File: config.mk
export PLATFORM = sky130hd
export DESIGN_NAME = quick_rs232_rx_ovs
export DESIGN_NICKNAME = d
export VERILOG_FILES = /design/src/rtl/quick_rs232_pkg.sv /design/src/rtl/quick_rs232_fifo.sv /design/src/rtl/quick_rs232_rx_ovs.sv
export SDC_FILE = /design/constraint.sdc
export NUM_CORES = 1
export LEC_CHECK = 0
export ABC_CLOCK_PERIOD_IN_PS = 3300
export CAP_MARGIN = 10
export CORE_MARGIN = 8
export CORE_UTILIZATION = 55
export CTS_BUF_LIST = sky130_fd_sc_hd__clkbuf_8
export DETAILED_ROUTE_END_ITERATION = 10
export GPL_TIMING_DRIVEN = 0
export PLACE_DENSITY_LB_ADDON = 0.12
export SETUP_SLACK_MARGIN = 0.1
export SLEW_MARGIN = 15
export SYNTH_ARGS = -nofsm -noshare
export SYNTH_HDL_FRONTEND = slang
export SYNTH_SLANG_ARGS = --single-unit
export TNS_END_PERCENT = 30
File: constraint.sdc
create_clock -name clk -period 3.3 [get_ports clk]
set_input_delay 0.495 -clock clk [delete_from_list [all_inputs] [get_ports clk]]
set_output_delay 0.495 -clock clk [all_outputs]
set_load 0.01 [all_outputs]
File: src/rtl/quick_rs232_pkg.sv
// Shared types and helpers for the QuickRS232 oversampling receiver.
package quick_rs232_pkg;

  typedef enum logic [2:0] {
    PAR_NONE  = 3'd0,
    PAR_EVEN  = 3'd1,
    PAR_ODD   = 3'd2,
    PAR_MARK  = 3'd3,
    PAR_SPACE = 3'd4
  } parity_t;

  typedef enum logic [2:0] {
    ST_IDLE,
    ST_START,
    ST_DATA,
    ST_PARITY,
    ST_STOP1,
    ST_STOP2,
    ST_BREAK_WAIT
  } state_t;

  // Flag positions above the data field in a FIFO entry
  localparam int unsigned FLAG_PARITY = 0;
  localparam int unsigned FLAG_FRAME  = 1;
  localparam int unsigned FLAG_BREAK  = 2;
  localparam int unsigned NUM_FLAGS   = 3;

  function automatic int unsigned calc_div(input int unsigned clk_freq,
                                           input int unsigned baud,
                                           input int unsigned ovs);
    int unsigned d;
    d = clk_freq / (baud * ovs);
    return (d == 0) ? 1 : d;
  endfunction

  function automatic logic [3:0] decode_len(input logic [3:0] v);
    return (v >= 4'd5 && v <= 4'd9) ? v : 4'd8;
  endfunction

  function automatic parity_t decode_parity(input logic [2:0] v);
    case (v)
      3'd1:    return PAR_EVEN;
      3'd2:    return PAR_ODD;
      3'd3:    return PAR_MARK;
      3'd4:    return PAR_SPACE;
      default: return PAR_NONE;
    endcase
  endfunction

endpackage

File: src/rtl/quick_rs232_fifo.sv
// Synchronous first-word-fall-through FIFO; head is zero while empty.
module quick_rs232_fifo #(
  parameter int unsigned WIDTH = 12,
  parameter int unsigned DEPTH = 16
) (
  input  logic                     clk,
  input  logic                     rst,
  input  logic                     wr_en,
  input  logic [WIDTH-1:0]         wr_data,
  input  logic                     rd_en,
  output logic [WIDTH-1:0]         rd_data,
  output logic                     full,
  output logic                     empty,
  output logic [$clog2(DEPTH):0]   count
);
  localparam int unsigned AW = $clog2(DEPTH);

  logic [WIDTH-1:0] mem [DEPTH];
  logic [AW-1:0]    wptr, rptr;
  logic             do_rd, do_wr;

  assign empty = (count == '0);
  assign full  = (count == (AW+1)'(DEPTH));
  assign do_rd = rd_en & ~empty;
  // A read on the same clock frees the slot, so a full FIFO still accepts the write
  assign do_wr = wr_en & (~full | do_rd);
  assign rd_data = empty ? '0 : mem[rptr];

  always_ff @(posedge clk) begin
    if (do_wr) mem[wptr] <= wr_data;
  end

  always_ff @(posedge clk) begin
    if (rst) begin
      wptr  <= '0;
      rptr  <= '0;
      count <= '0;
    end else begin
      if (do_wr) wptr <= wptr + AW'(1);
      if (do_rd) rptr <= rptr + AW'(1);
      case ({do_wr, do_rd})
        2'b10:   count <= count + (AW+1)'(1);
        2'b01:   count <= count - (AW+1)'(1);
        default: ;
      endcase
    end
  end

endmodule

File: src/rtl/quick_rs232_rx_ovs.sv
// Oversampling RS-232 receiver with majority vote, runtime frame format,
// error-flagged receive FIFO and CTS flow control.
module quick_rs232_rx_ovs
  import quick_rs232_pkg::*;
#(
  parameter int unsigned CLK_FREQ      = 50000000,
  parameter int unsigned BAUD_RATE     = 115200,
  parameter int unsigned OVERSAMPLE    = 16,
  parameter int unsigned MAX_BYTE_LEN  = 9,
  parameter int unsigned FIFO_DEPTH    = 16,
  parameter int unsigned CTS_THRESHOLD = 12
) (
  input  logic                          clk,
  input  logic                          rst,
  input  logic                          rx,
  output logic                          cts,
  input  logic [3:0]                    cfg_byte_len,
  input  logic [2:0]                    cfg_parity,
  input  logic                          cfg_stop_bits,
  input  logic                          rx_read,
  output logic [MAX_BYTE_LEN-1:0]       rx_data,
  output logic                          rx_valid,
  output logic                          rx_err,
  output logic                          err_parity,
  output logic                          err_frame,
  output logic                          err_break,
  output logic                          err_overrun,
  input  logic                          err_clear,
  output logic                          rx_byte_received,
  output logic [$clog2(FIFO_DEPTH):0]   fifo_count
);
  localparam int unsigned DIV     = calc_div(CLK_FREQ, BAUD_RATE, OVERSAMPLE);
  localparam int unsigned DIV_W   = (DIV > 1) ? $clog2(DIV) : 1;
  localparam int unsigned SAMP_W  = $clog2(OVERSAMPLE);
  localparam int unsigned MID     = OVERSAMPLE / 2;
  localparam int unsigned CNT_W   = $clog2(FIFO_DEPTH) + 1;
  localparam int unsigned ENTRY_W = MAX_BYTE_LEN + NUM_FLAGS;

  state_t state, state_next;

  logic rx_meta, rx_sync, rx_prev;
  logic [DIV_W-1:0]  div_cnt;
  logic [SAMP_W-1:0] samp_cnt;
  logic tick, vote_now, bit_end;
  logic s_a, s_b, bit_now;

  logic [3:0]              len_q, bit_idx;
  parity_t                 par_q;
  logic                    two_stop_q;
  logic [MAX_BYTE_LEN-1:0] data_q;
  logic                    par_bit_q, par_err_q, frm_err_q, exp_par;

  logic start_frame, shift_en, par_en, stop1_en, done, is_break;
  logic rx_read_d, pop, fifo_full, fifo_empty, overrun_set;
  logic [ENTRY_W-1:0] entry, head;

  always_ff @(posedge clk) begin
    if (rst) begin
      rx_meta <= 1'b1;
      rx_sync <= 1'b1;
      rx_prev <= 1'b1;
    end else begin
      rx_meta <= rx;
      rx_sync <= rx_meta;
      rx_prev <= rx_sync;
    end
  end

  // Sample timing restarts from zero at the detected start edge
  assign tick     = (div_cnt == DIV_W'(DIV - 1));
  assign vote_now = tick && (samp_cnt == SAMP_W'(MID + 1));
  assign bit_end  = tick && (samp_cnt == SAMP_W'(OVERSAMPLE - 1));
  assign bit_now  = (s_a & s_b) | (s_a & rx_sync) | (s_b & rx_sync);

  always_ff @(posedge clk) begin
    if (rst || state == ST_IDLE) begin
      div_cnt  <= '0;
      samp_cnt <= '0;
    end else if (tick) begin
      div_cnt  <= '0;
      samp_cnt <= bit_end ? '0 : samp_cnt + SAMP_W'(1);
    end else begin
      div_cnt  <= div_cnt + DIV_W'(1);
    end
  end

  always_ff @(posedge clk) begin
    if (rst) begin
      s_a <= 1'b1;
      s_b <= 1'b1;
    end else if (tick) begin
      if (samp_cnt == SAMP_W'(MID - 1)) s_a <= rx_sync;
      if (samp_cnt == SAMP_W'(MID))     s_b <= rx_sync;
    end
  end

  always_ff @(posedge clk) begin
    if (rst) state <= ST_IDLE;
    else     state <= state_next;
  end

  always_comb begin
    state_next  = state;
    start_frame = 1'b0;
    shift_en    = 1'b0;
    par_en      = 1'b0;
    stop1_en    = 1'b0;
    done        = 1'b0;
    is_break    = 1'b0;
    case (state)
      ST_IDLE: if (rx_prev && !rx_sync) begin
        start_frame = 1'b1;
        state_next  = ST_START;
      end
      ST_START: begin
        if (vote_now && bit_now) state_next = ST_IDLE;
        else if (bit_end)        state_next = ST_DATA;
      end
      ST_DATA: begin
        shift_en = vote_now;
        if (bit_end && bit_idx == len_q - 4'd1)
          state_next = (par_q != PAR_NONE) ? ST_PARITY : ST_STOP1;
      end
      ST_PARITY: begin
        par_en = vote_now;
        if (bit_end) state_next = ST_STOP1;
      end
      ST_STOP1: begin
        stop1_en = vote_now;
        if (vote_now && !bit_now && data_q == '0 && !par_bit_q) begin
          done       = 1'b1;
          is_break   = 1'b1;
          state_next = ST_BREAK_WAIT;
        end else if (vote_now && !two_stop_q) begin
          done       = 1'b1;
          state_next = ST_IDLE;
        end else if (bit_end && two_stop_q) begin
          state_next = ST_STOP2;
        end
      end
      ST_STOP2: if (vote_now) begin
        done       = 1'b1;
        state_next = ST_IDLE;
      end
      ST_BREAK_WAIT: if (rx_sync) state_next = ST_IDLE;
      default: state_next = ST_IDLE;
    endcase
  end

  always_comb begin
    exp_par = 1'b0;
    case (par_q)
      PAR_EVEN: exp_par = ^data_q;
      PAR_ODD:  exp_par = ~^data_q;
      PAR_MARK: exp_par = 1'b1;
      default:  exp_par = 1'b0;
    endcase
  end

  always_ff @(posedge clk) begin
    if (rst) begin
      len_q      <= 4'd8;
      par_q      <= PAR_NONE;
      two_stop_q <= 1'b0;
      data_q     <= '0;
      bit_idx    <= '0;
      par_bit_q  <= 1'b0;
      par_err_q  <= 1'b0;
      frm_err_q  <= 1'b0;
    end else begin
      if (start_frame) begin
        len_q      <= decode_len(cfg_byte_len);
        par_q      <= decode_parity(cfg_parity);
        two_stop_q <= cfg_stop_bits;
        data_q     <= '0;
        bit_idx    <= '0;
        par_bit_q  <= 1'b0;
        par_err_q  <= 1'b0;
        frm_err_q  <= 1'b0;
      end
      if (shift_en) data_q[bit_idx] <= bit_now;
      if (state == ST_DATA && bit_end) bit_idx <= bit_idx + 4'd1;
      if (par_en) begin
        par_bit_q <= bit_now;
        par_err_q <= (bit_now != exp_par);
      end
      if (stop1_en && !bit_now) frm_err_q <= 1'b1;
    end
  end

  // The stop vote of the completing clock is folded straight into the entry
  assign entry = {is_break, frm_err_q | ~bit_now | is_break, par_err_q & ~is_break, data_q};

  assign pop         = rx_read & ~rx_read_d;
  assign overrun_set = done & fifo_full & ~pop;

  quick_rs232_fifo #(
    .WIDTH (ENTRY_W),
    .DEPTH (FIFO_DEPTH)
  ) u_fifo (
    .clk     (clk),
    .rst     (rst),
    .wr_en   (done),
    .wr_data (entry),
    .rd_en   (pop),
    .rd_data (head),
    .full    (fifo_full),
    .empty   (fifo_empty),
    .count   (fifo_count)
  );

  assign rx_data    = head[MAX_BYTE_LEN-1:0];
  assign err_parity = head[MAX_BYTE_LEN + FLAG_PARITY];
  assign err_frame  = head[MAX_BYTE_LEN + FLAG_FRAME];
  assign err_break  = head[MAX_BYTE_LEN + FLAG_BREAK];
  assign rx_err     = err_parity | err_frame | err_break;
  assign rx_valid   = ~fifo_empty;

  always_ff @(posedge clk) begin
    if (rst) begin
      rx_read_d        <= 1'b0;
      rx_byte_received <= 1'b0;
      err_overrun      <= 1'b0;
      cts              <= 1'b1;
    end else begin
      rx_read_d        <= rx_read;
      rx_byte_received <= done;
      if (overrun_set)    err_overrun <= 1'b1;
      else if (err_clear) err_overrun <= 1'b0;
      cts <= (fifo_count < CNT_W'(CTS_THRESHOLD));
    end
  end

endmodule
After elaboration in Yosys (flattened, before gate mapping)
Memory sizes are Yosys's and may differ from the RTL's. A register that Yosys moved wholly into a read port is not among the register bits.
Index checks and enable logic that the tools add are counted.
{"block": "classes", "n_addsub": 8, "multipliers": 0, "div_mod_pow": 0, "n_lt_le_gt_ge": 5, "n_eq_ne": 30, "n_shift": 0, "n_mux": 47, "n_bitwise": 22, "reduce_logical": 34}
{"op": "$mux 3", "count": 11}
{"op": "$mux 9", "count": 3}
{"op": "$mux 4", "count": 6}
{"op": "$pmux 3 s7", "count": 1}
{"op": "$mux 1", "count": 19}
{"op": "$eq 3x2->1 const B", "count": 6}
{"op": "$add 4x1->4 const B", "count": 4}
{"op": "$logic_and 1x1->1", "count": 14}
{"op": "$eq 3x3->1 const B", "count": 4}
{"op": "$eq 4x4->1 const B", "count": 3}
{"op": "$mux 12", "count": 1}
{"op": "$pmux 3 s4", "count": 1}
{"op": "$add 5x1->5 const B", "count": 2}
{"op": "$eq 5x5->1 const B", "count": 2}
{"op": "$pmux 5 s2", "count": 1}
{"op": "$reduce_bool 2->1", "count": 5}
{"op": "$and 1x1->1", "count": 9}
{"op": "$bwmux 9", "count": 1}
{"op": "$eq 3x1->1 const B", "count": 3}
{"op": "$logic_not 9->1", "count": 1}
{"op": "$reduce_xnor 9->1", "count": 1}
{"op": "$reduce_xor 9->1", "count": 1}
{"op": "$ne 2x2->1 const B", "count": 4}
{"op": "$or 1x1->1", "count": 7}
{"op": "27 further kinds", "count": 36}
{"block": "totals", "reg_bits": 58, "latch_bits": 0, "ram_bits": 192, "romBits": 0, "in_bits": 13, "n_memories": 1}
{"name": "u_fifo.mem", "depth": 16, "width": 12, "read_ports": 1, "rd_ports_with_merged_regs": 1, "write_ports": 1, "line_no": "quick_rs232_fifo.sv:18", "text": "logic [WIDTH-1:0] mem [DEPTH];"}

Logic depth before layout (Yosys ltp)
{"block": "depth", "ltp_word": 12, "mapped_depth": 13, "mapped_depth_nobuf": 11}

Modules after synthesis
A second synthesis with hierarchy kept.
{"block": "unflattened", "hier_cells": 728, "hier_area_um2": 10889.2}
{"module": "quick_rs232_fifo", "instances": 1, "cells_per_inst": 432, "area_per_inst_um2": 8389.3}
{"module": "quick_rs232_rx_ovs", "instances": 1, "cells_per_inst": 296, "area_per_inst_um2": 2499.9}

Least setup slack after synthesis
OpenSTA, ideal clock, no wires.
{"block": "synth_timing", "kind": "register to register", "startpoint": "register div_cnt[0]", "endpoint": "memory u_fifo.mem[0][0] (enable)", "arrival_time_ps": 2646, "t_required_ps": 2887, "path_slack_ps": 242, "stages_incl_launch_ff": 9, "cell_sequence": "dfxtp_1 > inv_1 > ha_1 > and4b_1 > clkbuf_1 > and3_1 > buf_2 > nand3_1 > nor4_1"}
{"block": "synth_via", "elab_chain_cells": 10}
{"item": "from (decl)", "line_no": "quick_rs232_rx_ovs.sv:42", "text": "logic [DIV_W-1:0] div_cnt;"}
{"item": "from (signal assigned)", "line_no": "quick_rs232_rx_ovs.sv:83", "text": "div_cnt <= div_cnt + DIV_W'(1);"}
{"item": "$eq 5x5->1 (*)", "line_no": "quick_rs232_rx_ovs.sv:70", "text": "assign tick = (div_cnt == DIV_W'(DIV - 1));"}
{"item": "$logic_and 1x1->1 (*)", "line_no": "quick_rs232_rx_ovs.sv:71", "text": "assign vote_now = tick && (samp_cnt == SAMP_W'(MID + 1));"}
{"item": "$logic_and 1x1->1 (3 in series)", "line_no": "quick_rs232_rx_ovs.sv:130", "text": "if (vote_now && !bit_now && data_q == '0 && !par_bit_q) begin"}
{"item": "$mux 1", "line_no": "quick_rs232_rx_ovs.sv:130"}
{"item": "$pmux 1 s2 (*)", "line_no": "quick_rs232_rx_ovs.sv:110", "text": "case (state)"}
{"item": "$and 1x1->1 (*)", "line_no": "quick_rs232_fifo.sv:26", "text": "assign do_wr = wr_en & (~full | do_rd);"}
{"item": "$mux 1 (*)", "line_no": "quick_rs232_fifo.sv:30", "text": "if (do_wr) mem[wptr] <= wr_data;"}
{"item": "$mux 1 (not written as such) (*)", "line_no": "quick_rs232_fifo.sv:30"}
{"item": "to (decl)", "line_no": "quick_rs232_fifo.sv:18"}
Every way passes the cells marked *; elsewhere a longest branch is shown, timed or not.

==> impl_metrics.py <==
metrics = {
    "outcome": {
        "outcome": "finished, final reports clean",
    },
    "die": {
        "core_area_um2": 19330,
        "die_h_um": 155.8,
        "dieArea_um2": 24280,
        "die_w_um": 155.8,
        "start_util": 0.5560,
        "row_count": 51,
        "io_pins": 35,
    },
    "logic_synthesis": {
        "synth_edf_count": 192,
        "synth_nets": 735,
        "ys_top_cells_by_count": "edfxtp_1, dfxtp_1, mux4_2",
        "yosysMostFrequentCell": "edfxtp_1",
        "syn_inst": 701,
        "synth.yosys.seq_area_share": 0.6518,
        "yosysTopAreaCell": "edfxtp_1",
        "ys_seq_elements": 254,
        "synthArstFlopShare": 0,
        "ys_types": 64,
        "syn-cell-area_um2": 10750,
        "synth_area_leaders": "edfxtp_1, mux4_2, dfxtp_1",
        "yosys_warnings": 0,
        "yosys.area.top_type_share": 0.5363,
        "syn_area_per_cell_um2": 15.34,
        "synth_top_flop_cell": "edfxtp_1",
    },
    "worst_setup_path": {
        "cp.required_ns": 2.80,
        "path_cells": "buf_12 -> mux4_2 -> mux4_2 -> nor2b_1 -> or3_1 -> buf_2",
        "path_max_fanout": 5,
        "critical_path_class": "register to output pin",
        "timing.critical_path.mode_cell": "mux4_2",
        "endpoint_kind": "output pin",
        "slowest_delay_ns": 0.51,
        "crit_family": "multiplexers",
        "timing.critical_path.from_type": "register",
        "cp_num_buf_inv": 2,
        "slowest_stage": "mux4_2",
        "critPathArrivalTime_ns": 2.73,
    },
    "timing": {
        "hold_violations": 0,
        "setup_violations": 0,
        "fin_ws_ns": 0.07470,
        "max-slew-margin-rel": 0.3179,
        "fin_worst_skew_ns": 0.01392,
        "tightest_slew_ns": 1.021,
        "layout_min_cycle_time_ns": 3.225,
        "slew_viol_final": 0,
        "rsz0062_at_grt": "yes",
        "fmax_mhz": 310.0,
        "period_share": 0.9774,
    },
    "clock_network": {
        "clock_path_buffers": 3,
        "cts_max_level": 2,
        "tritoncts": "yes",
        "cts_buffers": 41,
        "cts-root-buf": "clkbuf_8",
        "clock_sinks": 254,
        "clock_latency_ns": 0.53,
        "clk_pin_slew_ns": 0.06,
        "hold_buffers": 0,
    },
    "route": {
        "routed_wl_um": 22860,
        "firstDrtPassIters": 5,
        "ant_nets": 0,
        "routedWlPerCell_um": 20.97,
        "dr_total_vias": 6387,
        "drtIter0Drc": 303,
        "avgViaCountPerCell": 5.860,
        "drc": 0,
    },
    "final_layout": {
        "n_antenna_cell": 0,
        "nNetsFinal": 832,
        "final_layout_size_suffix_gt1_frac": 0.2388,
        "fin_cells": 1090,
        "fill_cells": 1399,
        "area_delta_synth_final_pct": 17.20,
    },
    "min_path": {
        "min_path_type": "register to register",
    },
    "grt": {
        "grt.overflow.total": 0,
        "grt_pass1_wl_um": 36140,
        "grt_pass1_vias": 6689,
        "grtUsageTotal": 0.1931,
        "grt_max_degree": 20,
        "antenna_found_initial": 0,
    },
    "placed_design": {
        "dpl_worst_slack_ns": -0.3802,
        "gp_congestion": 0.8567,
        "portBuffers": 33,
        "dpl.cell_count": 1008,
        "dp_hpwl_um": 15070,
    },
    "power_and_ir_drop": {
        "p_leak_nw": 4.178,
        "cellPowerDensity_nw_per_um2": 632.8,
        "peakVddDrop_v": 0.0003348,
    },
    "flow_run": {
        "max_cap_violations": 0,
    },
}
cell families (layout without fill, tap and decap cells):
kind of cell,after synthesis,after routing,share of synthesized area
DFF,254,254,0.6518
and+or+nand+nor,196,196,0.1009
AOI/OAI and AO/OA,82,82,0.05017
muxes,67,67,0.1326
buffers and inverters,63,187,0.02398
adders and majority gates,22,22,0.02549
xor gates and xnor gates,17,17,0.01513
worst paths after layout:
check / start / to / slack, ns / cells after the start
min: rx_meta$_SDFF_PP1_ / rx_sync$_SDFF_PP1_ / 0.41 / 1
min reg2reg: rx_meta$_SDFF_PP1_ / rx_sync$_SDFF_PP1_ / 0.41 / 1
max: register / rx_err / 0.07 / 6
max reg2reg: data_q[1]$_SDFF_PP0_ / u_fifo.mem[8][5]$_DFFE_PP_ / 0.22 / 7
where the power goes:
part	leakage [nW]	internal, mW	switching [mW]
clock network	0.417	1.28	1.16
registers	2.25	3.46	0.0698
logic	1.51	1.10	0.911
total	4.18	5.83	2.14
metal layers:
metal	global-route usage	vias to the layer above	share of wire
met5	0	-	0
met4	0.06654	0	0.024
li1	-	2926	-
met3	0.03712	48	0.048
met2	0.3365	169	0.52
met1	0.2365	3244	0.41
placed cells by master (no fill, tap or decap), types with 5 or more instances in the layout:
cell / instances
a21oi_1: 35
a31oi_1: 5
and2_1: 8
and3_1: 6
buf_12: 6
buf_2: 19
buf_4: 7
buf_6: 7
clkbuf_1: 17
clkbuf_8: 46
clkdlybuf4s50_1: 20
clkinv_1: 7
dfxtp_1: 59
edfxtp_1: 192
ha_1: 21
inv_1: 40
mux4_2: 60
nand2_1: 25
nand2b_1: 10
nand3_1: 32
nand4_1: 11
nor2_1: 24
nor2b_1: 17
nor3_1: 7
nor3b_1: 5
o21ai_0: 7
or2_2: 5
or3_1: 6
xnor2_1: 9
xor2_1: 7
metrics by stage:
step	area (um2)	power, mW	util	setup TNS [ns]	hold WS, ns
after CTS	12470	7.917	0.6450	0	0.4175
after detailed placement	11490	5.260	0.5945	-4.416	0.4015
after floorplan	10750	4.662	-	0	0.3895
after global routing	12600	8.323	0.6517	-0.05475	0.4399
after global placement	11410	5.223	0.5902	-83.85	0.4082
final	12600	7.973	0.6517	0	0.4137
registers in the layout, summed over array words and instances (netlist names), 3 cells and up, named ones only:
| signal | flops |
|---|---|
| u_fifo.mem | 192 |
| data_q | 9 |
| div_cnt | 5 |
| u_fifo.count | 5 |
| bit_idx | 4 |
| len_q | 4 |
| samp_cnt | 4 |
| u_fifo.rptr | 4 |
| u_fifo.wptr | 4 |
| par_q | 3 |
| state | 3 |
final cells by class:
class | count | area (um2) | share of cell area
Multi-Input combinational cell | 384 | 3642 | 0.2891
Clock inverter | 27 | 141.4 | 0.01122
Inverter | 26 | 97.59 | 0.007746
Timing Repair Buffer | 54 | 513.0 | 0.04071
Clock buffer | 43 | 591.8 | 0.04697
Tap cell | 265 | 331.6 | 0.02632
Sequential cell | 254 | 7013 | 0.5566
Buffer | 37 | 269.0 | 0.02135
what timing repair did:
| action | CTS | global route |
|---|---|---|
| hold endpoints to repair | 0 | 0 |
| endpoints found under the setup margin | 125 | 105 |
| pin swaps | 0 | 1 |
| gates cloned | 2 | 0 |
| resized for setup | 93 | 24 |
| buffers inserted | 8 | 2 |
Power figures use the tool's default switching activity.
